## src/rtl/rf_dump_reader_pkg.sv

```systemverilog
// rf_dump_reader_pkg: regfile geometry shared by the dump reader, its port bundle and its users
package rf_dump_reader_pkg;
  localparam int RF_ADDR_W   = 5;
  localparam int RF_DATA_W   = 32;
  localparam int RF_NUM_REGS = 32;
  typedef logic [RF_ADDR_W-1:0] rf_addr_t;
  typedef logic [RF_DATA_W-1:0] rf_data_t;
endpackage

```

## src/rtl/rf_dump_reader_if.sv

```systemverilog
// rf_dump_reader_if: control, regfile read port and {index, value} record stream of the dump reader
interface rf_dump_reader_if
  import rf_dump_reader_pkg::*;
#(
  parameter int ADDR_W = RF_ADDR_W,
  parameter int DATA_W = RF_DATA_W
);
  logic              start;
  logic              abort;
  logic [ADDR_W-1:0] rf_ra;
  logic [DATA_W-1:0] rf_rd;
  logic              out_valid;
  logic              out_ready;
  logic [ADDR_W-1:0] out_addr;
  logic [DATA_W-1:0] out_data;
  logic              busy;
  logic              done;
  modport master (
    input  start, abort, rf_rd, out_ready,
    output rf_ra, out_valid, out_addr, out_data, busy, done
  );
  modport slave (
    output start, abort, rf_rd, out_ready,
    input  rf_ra, out_valid, out_addr, out_data, busy, done
  );
endinterface

```

## src/rtl/rf_dump_reader.sv

```systemverilog
// rf_dump_reader: walks regfile entries START_IDX..NUM_REGS-1 through one read port
// and streams each {index, value} record over a valid/ready port
module rf_dump_reader
  import rf_dump_reader_pkg::*;
#(
  parameter int ADDR_W    = RF_ADDR_W,
  parameter int DATA_W    = RF_DATA_W,
  parameter int NUM_REGS  = RF_NUM_REGS,
  parameter int START_IDX = 0
)(
  input logic              clk,
  input logic              rst,
  rf_dump_reader_if.master bus
);
  typedef enum logic [1:0] {S_IDLE, S_FETCH, S_SEND, S_DONE} state_t;
  localparam logic [ADDR_W-1:0] FIRST_IDX = ADDR_W'(START_IDX);
  localparam logic [ADDR_W-1:0] LAST_IDX  = ADDR_W'(NUM_REGS - 1);
  state_t            r_state;
  logic [ADDR_W-1:0] r_idx;
  logic [ADDR_W-1:0] r_addr;
  logic [DATA_W-1:0] r_data;
  logic              r_valid;
  logic              r_busy;
  logic              r_done;
  logic              w_hs;
  logic              w_last;
  assign w_hs          = r_valid && bus.out_ready;
  assign w_last        = r_idx == LAST_IDX;
  assign bus.rf_ra     = r_idx;
  assign bus.out_valid = r_valid;
  assign bus.out_addr  = r_addr;
  assign bus.out_data  = r_data;
  assign bus.busy      = r_busy;
  assign bus.done      = r_done;
  // The record register is loaded only in FETCH, so it holds still through SEND back-pressure
  always_ff @(posedge clk or posedge rst) begin
    if (rst) begin
      r_state <= S_IDLE;
      r_idx   <= FIRST_IDX;
      r_addr  <= '0;
      r_data  <= '0;
      r_valid <= 1'b0;
      r_busy  <= 1'b0;
      r_done  <= 1'b0;
    end else begin
      case (r_state)
        S_IDLE: begin
          r_done <= 1'b0;
          if (bus.start) begin
            r_idx   <= FIRST_IDX;
            r_busy  <= 1'b1;
            r_state <= S_FETCH;
          end
        end
        S_FETCH: begin
          if (bus.abort) begin
            r_busy  <= 1'b0;
            r_state <= S_IDLE;
          end else begin
            r_addr  <= r_idx;
            r_data  <= bus.rf_rd;
            r_valid <= 1'b1;
            r_state <= S_SEND;
          end
        end
        S_SEND: begin
          if (bus.abort) begin
            r_valid <= 1'b0;
            r_busy  <= 1'b0;
            r_state <= S_IDLE;
          end else if (w_hs) begin
            r_valid <= 1'b0;
            if (w_last) begin
              r_busy  <= 1'b0;
              r_done  <= 1'b1;
              r_state <= S_DONE;
            end else begin
              r_idx   <= r_idx + 1'b1;
              r_state <= S_FETCH;
            end
          end
        end
        default: begin
          r_done  <= 1'b0;
          r_state <= S_IDLE;
        end
      endcase
    end
  end
endmodule

```

## src/flat_wrapper.sv

```systemverilog
// flat-port wrapper written by rule: the top's interface ports become plain ports
module rf_dump_reader_flat import rf_dump_reader_pkg::*;
#(
  parameter int ADDR_W    = RF_ADDR_W,
  parameter int DATA_W    = RF_DATA_W,
  parameter int NUM_REGS  = RF_NUM_REGS,
  parameter int START_IDX = 0
)
  (clk, rst, bus_start, bus_abort, bus_rf_rd, bus_out_ready, bus_rf_ra, bus_out_valid, bus_out_addr, bus_out_data, bus_busy, bus_done);
  rf_dump_reader_if #(.ADDR_W(ADDR_W), .DATA_W(DATA_W)) bus_i ();
  input logic clk;
  input logic rst;
  input wire logic [$bits(bus_i.start)-1:0] bus_start;
  input wire logic [$bits(bus_i.abort)-1:0] bus_abort;
  input wire logic [$bits(bus_i.rf_rd)-1:0] bus_rf_rd;
  input wire logic [$bits(bus_i.out_ready)-1:0] bus_out_ready;
  output wire logic [$bits(bus_i.rf_ra)-1:0] bus_rf_ra;
  output wire logic [$bits(bus_i.out_valid)-1:0] bus_out_valid;
  output wire logic [$bits(bus_i.out_addr)-1:0] bus_out_addr;
  output wire logic [$bits(bus_i.out_data)-1:0] bus_out_data;
  output wire logic [$bits(bus_i.busy)-1:0] bus_busy;
  output wire logic [$bits(bus_i.done)-1:0] bus_done;
  assign bus_i.start = bus_start;
  assign bus_i.abort = bus_abort;
  assign bus_i.rf_rd = bus_rf_rd;
  assign bus_i.out_ready = bus_out_ready;
  assign bus_rf_ra = bus_i.rf_ra;
  assign bus_out_valid = bus_i.out_valid;
  assign bus_out_addr = bus_i.out_addr;
  assign bus_out_data = bus_i.out_data;
  assign bus_busy = bus_i.busy;
  assign bus_done = bus_i.done;
  rf_dump_reader #(.ADDR_W(ADDR_W), .DATA_W(DATA_W), .NUM_REGS(NUM_REGS), .START_IDX(START_IDX)) u_core (.clk(clk), .rst(rst), .bus(bus_i));
endmodule
```

## config.mk

```make
export PLATFORM = sky130hd
export DESIGN_NAME = rf_dump_reader_flat
export DESIGN_NICKNAME = d
export VERILOG_FILES = /design/src/rtl/rf_dump_reader_pkg.sv /design/src/rtl/rf_dump_reader_if.sv /design/src/rtl/rf_dump_reader.sv /design/src/flat_wrapper.sv
export SDC_FILE = /design/constraint.sdc
export NUM_CORES = 1
export LEC_CHECK = 0
export ABC_AREA = 1
export CORE_UTILIZATION = 30
export CTS_BUF_LIST = sky130_fd_sc_hd__clkbuf_4 sky130_fd_sc_hd__clkbuf_8
export DETAILED_ROUTE_END_ITERATION = 8
export DONT_BUFFER_PORTS = 1
export GPL_TIMING_DRIVEN = 0
export PLACE_DENSITY = 0.55
export RECOVER_POWER = 50
export SLEW_MARGIN = 20
export SYNTH_ARGS = -nofsm -noshare
export SYNTH_HDL_FRONTEND = slang
export SYNTH_SLANG_ARGS = --single-unit
```

## constraint.sdc

```tcl
create_clock -name clk -period 1.8 [get_ports clk]
set_input_delay 0.36 -clock clk [delete_from_list [all_inputs] [get_ports clk]]
set_output_delay 0.36 -clock clk [all_outputs]
set_load 0.05 [all_outputs]
```

==> metrics.md <==
| Metric | Value |
|---|---|
| CTS buffer count | `5` |
| DRC violations left | `0` |
| Critical path fanouts, max | `6` |
| Worst Max-Slew Pin Slew | `0.8087 ns` |
| Worst Setup Slack, final | `approximately 0.088 ns` |
| Remaining Overflow, GRT | `0` |
| Initial DRC count | `34` |
| Die span in x | `86.20 µm` |
| Post-route antenna net violation count | `0` |
| Die outline height | `86.20 µm` |
| Status | `finished clean` |
| Diodes inserted | `0` |
| Netlist cell types | `16` |
| Leading area contributor after synthesis | `dfrtp_1` |
| Final non-filler cell area | `around 2400 µm²` |
| Post-synthesis sequential area ratio | `between 50% and 60%` |
| Final Non-Filler Cells | `283` |
| CTS root buffer | `clkbuf_8` |
| Minimum hold slack | `0.2131 ns` |
| Crit path kind | `flop to flop` |
| Flops & latches, synth | `47` |
| Antenna violations before repair | `0` |
| First-pass GRT wire length | `between 5 and 6 mm` |
| Starting Density | `31.14%` |
| WL/cell | `13.58 µm` |
| Fmax | `584.2 MHz` |
| HPWL Detailed | `2.759 mm` |
| Max-cap viol count | `0` |
| CTS tree | `built` |
| Area growth syn-to-layout | `15.12%` |
| Final period utilization | `between 90% and 100%` |
| # IOs | `around 80` |
| DIE AREA | `7430 µm²` |
| YS warnings | `0` |
| GRT Total Usage | `10.09%` |
| HP Class | `primary input to flop` |
| Core area | `6832 µm²` |
| Dpl cell area | `2270 µm²` |
| Clock Skew | `0.005531 ns` |
| Final Hold Fails | `0` |
| Post-layout nets | `229` |
| Mapped Nets | `~220` |
| CP startpoint kind | `flop` |
| Routed vias | `1243` |
| Cells after DPL | `272` |
| CTS clock-pin slew for the worst setup and hold paths | `0.09 ns` |
| GPL Wtd Cong | `0.7382` |
| Post-synth top area share | `55.29%` |
| Mapped cell area | `2127 µm²` |
| Crit path time final | `1.712 ns` |
| Largest net degree at the start of global routing | `29` |
| Row count | `30` |
| Top cells by area, synth | `dfrtp_1 (55%), mux2_4 (18%), nand2_1 (5.8%), o21ai_0 (3.8%), ha_1 (3.5%)` |
| Setup crit end kind | `flop` |
| CP required | `~2.0 ns` |
| Final setup vio count | `0` |
| Fill cells | `695` |
| Layout cells sized above 1 | `31.02%` |
| CP arrival | `~1.9 ns` |
| Worst-Skew Late Latency | `0.29 ns` |
| H-Tree Depth | `2` |
| RSZ-0062 raised after global routing | `no` |
| Place WS | `-0.03515 ns` |
| Final wirelength | `3.843 mm` |
| FF/Latch Area | `approximately 1200 µm²` |
| Drt pass-1 iters | `4` |
| Drt via density | `4.392` |
| Mean Syn Cell Area | `12.15 µm²` |
| Worst-case clock buffer depth | `2` |
| Number of clock sinks | `47` |
| Multi-input logic area | `878.3 µm²` |
| Number of global-route vias before repair | `1144` |
| Slew Limit Fails | `0` |
| Syn Inst Count | `175` |
| Normalized max-slew margin | `46.03%` |
| Port-buffer cells | `0` |
==> state kept, by name (all words and copies together) (netlist names) <==
signal and count:
u_core.bus.busy 1, u_core.bus.done 1, u_core.bus.out_addr 5, u_core.bus.out_data 32, u_core.bus.out_valid 1, u_core.bus.rf_ra 5, u_core.r_state 2
==> routing by layer <==
metal	track usage (%)	routed length, µm
met1	13.33	1828
met2	14.43	1660
met3	4.952	340
met4	3.182	14
met5	0	0
==> cell type report <==
class / count / share of cell area [%]
multi-input cells: 106 / 35.87
inverters: 18 / 2.759
clock inverters: 2 / 1.431
well taps: 96 / 4.905
plain buffers: 5 / 1.788
repair buffers: 3 / 1.533
flip-flops and latches: 47 / 48.34
clock buffers: 6 / 3.373
==> placed cells by master (no fill, tap or decap) <==
cell type | Yosys | layout
nand2_4 | 1 | 1
mux2_2 | 6 | 6
clkbuf_8 | 0 | 6
nor2_4 | 1 | 1
ha_4 | 0 | 2
nor2_2 | 0 | 2
a21oi_1 | 3 | 3
buf_6 | 3 | 3
dfrtp_1 | 47 | 43
nand4_1 | 3 | 3
o21ai_0 | 16 | 15
clkinv_2 | 0 | 1
dfrtp_4 | 0 | 1
bufinv_16 | 0 | 1
ha_1 | 6 | 4
nand3_1 | 4 | 3
buf_4 | 0 | 1
nor2_1 | 5 | 4
o21ai_1 | 0 | 1
nand3_2 | 0 | 1
buf_12 | 0 | 1
nor3b_1 | 1 | 1
buf_2 | 2 | 2
mux2_4 | 26 | 26
inv_1 | 18 | 18
dfrtp_2 | 0 | 3
dlygate4sd3_1 | 0 | 1
nand2_1 | 33 | 33
==> synth_stat cells <==
cell / n
nand3_1: 4
mux2_2: 6
nor3b_1: 1
dfrtp_1: 47
mux2_4: 26
nand2_4: 1
nand2_1: 33
inv_1: 18
nor2_4: 1
nor2_1: 5
buf_6: 3
nand4_1: 3
a21oi_1: 3
o21ai_0: 16
ha_1: 6
buf_2: 2
==> repair_timing <==
item | in CTS | in global routing
buffers inserted | 0 | 1
hold endpoints to repair | 19 | 0
cloned | 0 | 1
resized for setup | 4 | 6
endpoints found under the setup margin | 6 | 7
hold buffers | 1 | 0
pin swaps | 0 | 3
==> critical path, cell delays in order (launching register included) <==
cell and delay [ns]:
dfrtp_4 0.59, ha_4 0.20, nand2_1 0.08, nor2_2 0.05, ha_4 0.17, nand2_1 0.08, nand3_2 0.12, nor2_2 0.20
o21ai_0 0.10
==> path summary, 6_finish.rpt <==
check	startpoint	endpoint	slack, ns	cells after the start
max	u_core.bus.rf_ra[0]$_DFFE_PP0P_	u_core.bus.rf_ra[0]$_DFFE_PP0P_	0.09	8
min	bus_rf_rd[27]	u_core.bus.out_data[27]$_DFFE_PP0N_	0.21	1
max reg2reg	u_core.bus.rf_ra[0]$_DFFE_PP0P_	u_core.bus.rf_ra[0]$_DFFE_PP0P_	0.09	8
min reg2reg	u_core.r_state[0]$_DFFE_PP0P_	u_core.r_state[0]$_DFFE_PP0P_	0.56	2
max in group asynchronous	rst	u_core.bus.out_data[13]$_DFFE_PP0N_	0.52	3
min in group asynchronous	rst	u_core.bus.out_data[16]$_DFFE_PP0N_	0.66	2
==> stage by stage <==
| step | setup TNS [ns] | utilization, % |
|---|---|---|
| global route | 0 | 35.84 |
| CTS | 0 | 35.18 |
| global placement | -10.97 | 32.93 |
| detailed placement | -0.1040 | 33.22 |
| finish | 0 | 35.84 |
| floorplan | 0 | - |
==> logic make-up after synthesis <==
| kind of cell | after synthesis | synth area share (%) |
|---|---|---|
| flip-flops | 47 | 55.29 |
| buffers and inverters | 23 | 5.235 |
| AND/OR/NAND/NOR | 48 | 9.942 |
| AO/OA/AOI/OAI | 19 | 4.471 |
| adder cells (fa/ha/maj) | 6 | 3.529 |
| multiplexers | 32 | 21.53 |
Power is left out: the tool's default activity adds up to more than one toggle a clock period on the data nets, which glitch-free logic cannot reach.
